$ cat src/rtl/word_serializer.sv
// word_serializer: parallel-to-serial stage. Accepts a 2**N-bit word over a
// valid/ready handshake and shifts it out one bit per enabled cycle, LSB-first
// or MSB-first, with frame_start/frame_last markers. A new word can be taken
// in the same cycle the previous word's last bit is consumed, so consecutive
// frames stream with no gap bit.
module word_serializer #(
    parameter int N = 3
) (
    input  logic              clk,
    input  logic              rst,
    input  logic [2**N-1:0]   data_in,
    input  logic              load_valid,
    output logic              load_ready,
    input  logic              msb_first,
    input  logic              ser_en,
    output logic              ser_out,
    output logic              ser_valid,
    output logic              frame_start,
    output logic              frame_last
);

    localparam int W = 2**N;
    // Bit index W-1 is all ones in an N-bit counter.
    localparam logic [N-1:0] CNT_LAST = '1;

    typedef enum logic {
        IDLE  = 1'b0,
        SHIFT = 1'b1
    } state_t;

    state_t         state_q, state_d;
    logic [W-1:0]   sreg_q, sreg_d;
    logic [N-1:0]   cnt_q, cnt_d;
    logic           dir_q, dir_d;

    logic           on_last;
    logic           accept;

    assign on_last = (state_q == SHIFT) && (cnt_q == CNT_LAST);

    // Ready when idle, or when the last bit leaves this cycle; this is the
    // only output with a combinational dependence on an input (ser_en).
    assign load_ready = !rst && ((state_q == IDLE) || (on_last && ser_en));
    assign accept     = load_valid && load_ready;

    // Serial outputs decode registered state only; data_in never reaches them.
    assign ser_valid   = (state_q == SHIFT);
    assign ser_out     = (state_q == SHIFT) ? (dir_q ? sreg_q[W-1] : sreg_q[0]) : 1'b0;
    assign frame_start = (state_q == SHIFT) && (cnt_q == '0);
    assign frame_last  = on_last;

    // Next-state: load wins, then shift/finish on ser_en, otherwise hold.
    always_comb begin
        state_d = state_q;
        sreg_d  = sreg_q;
        cnt_d   = cnt_q;
        dir_d   = dir_q;
        if (accept) begin
            state_d = SHIFT;
            sreg_d  = data_in;
            cnt_d   = '0;
            dir_d   = msb_first;
        end else if (state_q == SHIFT && ser_en) begin
            if (cnt_q == CNT_LAST) begin
                // Last bit consumed with no follow-on word.
                state_d = IDLE;
                sreg_d  = '0;
                cnt_d   = '0;
            end else begin
                cnt_d  = cnt_q + 1'b1;
                sreg_d = dir_q ? (sreg_q << 1) : (sreg_q >> 1);
            end
        end
    end

    // State registers with synchronous reset; reset also drops any accept.
    always_ff @(posedge clk) begin
        if (rst) begin
            state_q <= IDLE;
            sreg_q  <= '0;
            cnt_q   <= '0;
            dir_q   <= 1'b0;
        end else begin
            state_q <= state_d;
            sreg_q  <= sreg_d;
            cnt_q   <= cnt_d;
            dir_q   <= dir_d;
        end
    end

endmodule

$ cat config.mk
export PLATFORM = sky130hd
export DESIGN_NAME = word_serializer
export DESIGN_NICKNAME = d
export VERILOG_FILES = /design/src/rtl/word_serializer.sv
export SDC_FILE = /design/constraint.sdc
export NUM_CORES = 1
export LEC_CHECK = 0
export ABC_AREA = 1
export CAP_MARGIN = 20
export CORE_ASPECT_RATIO = 1.25
export CORE_UTILIZATION = 30
export DETAILED_ROUTE_END_ITERATION = 12
export PLACE_DENSITY = 0.49
export SYNTH_ARGS = -nofsm -noshare
export SYNTH_HDL_FRONTEND = slang
export SYNTH_SLANG_ARGS = --single-unit
$ cat constraint.sdc
create_clock -name clk -period 3.1 [get_ports clk]
set_clock_uncertainty 0.15 [all_clocks]
set_input_delay 0.31 -clock clk [delete_from_list [all_inputs] [get_ports clk]]
set_output_delay 0.31 -clock clk [all_outputs]
set_load 0.05 [all_outputs]
==> run summary <==
crit path from - cnt_q[1]$_SDFFE_PP0P_
PwrDens - 356 nW/um2
Worst Setup End Kind - output pin
Synth cell types - 21
htree depth - 1
core area - 2760 um2
final-stage net count - 153
WL final - 1870 um
status - completed
remaining antenna violation count after routing - 0
gr usage total - 13.2%
met2 Use GR - 19.2%
Yosys warning count - 0
GR Layer Usage met1 - 17.6%
number of cells on the worst reg-to-reg path - 9
clock share of power - 28.8%
register bit total from synthesis - 13
Tcrit/Tclk final - 88.5%
portion of total power attributed to sequential cells - 46.8%
Max Root-Sink Buffers - 2
R2R Path Start - cnt_q[1]$_SDFFE_PP0P_
DR vias/cell - 4.59
ANT cells - 0
synth-to-layout area growth - 22.6%
Mapped Area - 903 um2
fillcell total - 304
DR WL/cell - 11.0 um
crit-path max FO - 8
cts bufs inserted - 3
Die Wd - 51.1 um
Overflow after GRT - 0
via count - 781
postcts setup bufs - 0
Core Rows - 21
port bufs - 17
share of cells above drive strength 1 - 22.8%
Crit path arrival time - 2280 ps
termination of the worst setup path - load_ready
Psw - 0.000127 W
slew margin rel. - 66.7%
footprint of the multi-input gates - 541 um2
Setup CP Type - register to output pin
initial antenna violation count - 0
Min-Delay Path Depth - 2
busiest layer in global routing - met2
clock slew at reported path FFs - 90 ps
setup_tns - 0 ps
final slew viol count - 0
sequential fraction of the synthesis area - 28.8%
vias in the first global route - 736
Pint - 0.000267 W
largest net degree at the start of global routing - 20
hold crit path type - register to register
worst reg2reg endpoint - sreg_q[0]$_SDFFE_PP0P_
Leak - 0.439 nW
Die Area - 3240 um2
Synth Instances - 119
Setup-failing EPs final - 0
number of DRC markers in iteration 0 - 11
hold_buf cts - 0
Die Ht - 63.4 um
routing usage on met3 - 2.90%
fmax - 365 MHz
Least-Margin Pin Slew - 498 ps
cts repair resizes - 0
Fin Hold WS - 338 ps
reg2reg setup slack - 1270 ps
Syn Nets - 135
Syn Area/Cell - 7.59 um2
CTS root buf - clkbuf_4
Final Power - 0.000394 W
Hold Violations, Final - 0
drc violations - 0
CTS tree - done
Final Critical Period - 2740 ps
clk_lat worst skew - 290 ps
maximum vdd ir drop - 180 uV
drt pass-1 iters - 6
switching part of the total power - 32.3%
GP Congestion - 0.727
global-route wire length before repair - 3220 um
Worst EP required - 2640 ps
RSZ-0062 raised after global routing - false
crit path launch type - register
max_cap viols - 0
power share of the combinational group - 24.4%
sequential cell area - 260 um2
# IOs - 18
post-DP HPWL - 1330 um
clk sinks - 13
Starting Density - 32.7%
-- power groups by stage --
stage | clock, W | sequential (W) | combinational (W)
floorplan | 0 | 0.000190 | 0.0000671
global placement | 0 | 0.000188 | 0.0000973
detailed placement | 0 | 0.000188 | 0.0000968
CTS | 0.000114 | 0.000184 | 0.0000972
global route | 0.000124 | 0.000186 | 0.000106
finish | 0.000114 | 0.000184 | 0.0000964
-- per-layer routing --
metal | vias to the layer above | wire [um]
li1 | 420 | -
met1 | 333 | 956
met2 | 23 | 770
met3 | 5 | 102
met4 | 0 | 40
met5 | - | 0
-- worst min-delay path by stage --
stage,startpoint,endpoint,slack (ps)
finish,sreg_q[3]$_SDFFE_PP0P_,sreg_q[3]$_SDFFE_PP0P_,340
global placement,sreg_q[3]$_SDFFE_PP0P_,sreg_q[3]$_SDFFE_PP0P_,320
CTS,sreg_q[4]$_SDFFE_PP0P_,sreg_q[4]$_SDFFE_PP0P_,340
global route,sreg_q[4]$_SDFFE_PP0P_,sreg_q[4]$_SDFFE_PP0P_,350
floorplan,sreg_q[3]$_SDFFE_PP0P_,sreg_q[3]$_SDFFE_PP0P_,310
detailed placement,sreg_q[3]$_SDFFE_PP0P_,sreg_q[3]$_SDFFE_PP0P_,330
-- registers in the layout, summed over array words and instances, names as in the netlist --
| signal | count |
|---|---|
| dir_q | 1 |
| cnt_q | 3 |
| ser_valid | 1 |
| sreg_q | 8 |
-- final cells by class --
cell class / count / area share, %
Clock buffer: 4 / 2.37
Inverter: 14 / 4.75
Multi-Input combinational cell: 86 / 48.8
Sequential cell: 13 / 23.5
Tap cell: 34 / 3.84
Timing Repair Buffer: 19 / 16.7
-- cell usage after synthesis (all sizes together) --
| library cell | instances | area [um2] |
|---|---|---|
| buf | 6 | 50.0 |
| nor2 | 10 | 45.0 |
| nor3b | 1 | 7.51 |
| nand3b | 3 | 22.5 |
| a21oi | 16 | 133 |
| nand2 | 30 | 130 |
| dfxtp | 13 | 260 |
| o21ai | 5 | 25.0 |
| ha | 3 | 37.5 |
| and2 | 2 | 12.5 |
| nand3 | 16 | 128 |
| inv | 14 | 52.6 |
-- placed cells by master, fill, tap and decap left out, drive strengths merged --
master         count
a21oi             16
and2               2
buf                2
clkbuf             4
clkdlybuf4s50     17
dfxtp             13
ha                 3
inv               14
nand2             30
nand3             16
nand3b             3
nor2              10
nor3b              1
o21ai              5
-- worst max-delay path: stages, from the launching register on --
cell and delay, ps:
dfxtp_1 360, ha_1 150, ha_1 260, nand2_2 120
a21oi_4 250, clkdlybuf4s50_1 860
-- kinds of logic after synthesis --
kind of cell	count (synthesis)	synth area share, %
buffers and inverters	20	11.4
and+or+nand+nor	62	38.2
adders and majority gates	3	4.16
DFF	13	28.8
AOI/OAI and AO/OA	21	17.5
-- through the flow --
stage	cells	setup slack, ps	util, %	instance area (um2)
floorplan	119	901	-	903
global placement	166	635	39.2	1080
detailed placement	166	621	39.2	1080
CTS	170	354	40.1	1110
global route	170	223	40.1	1110
finish	170	358	40.1	1110
Note: power is estimated with default switching activity, not from simulation.
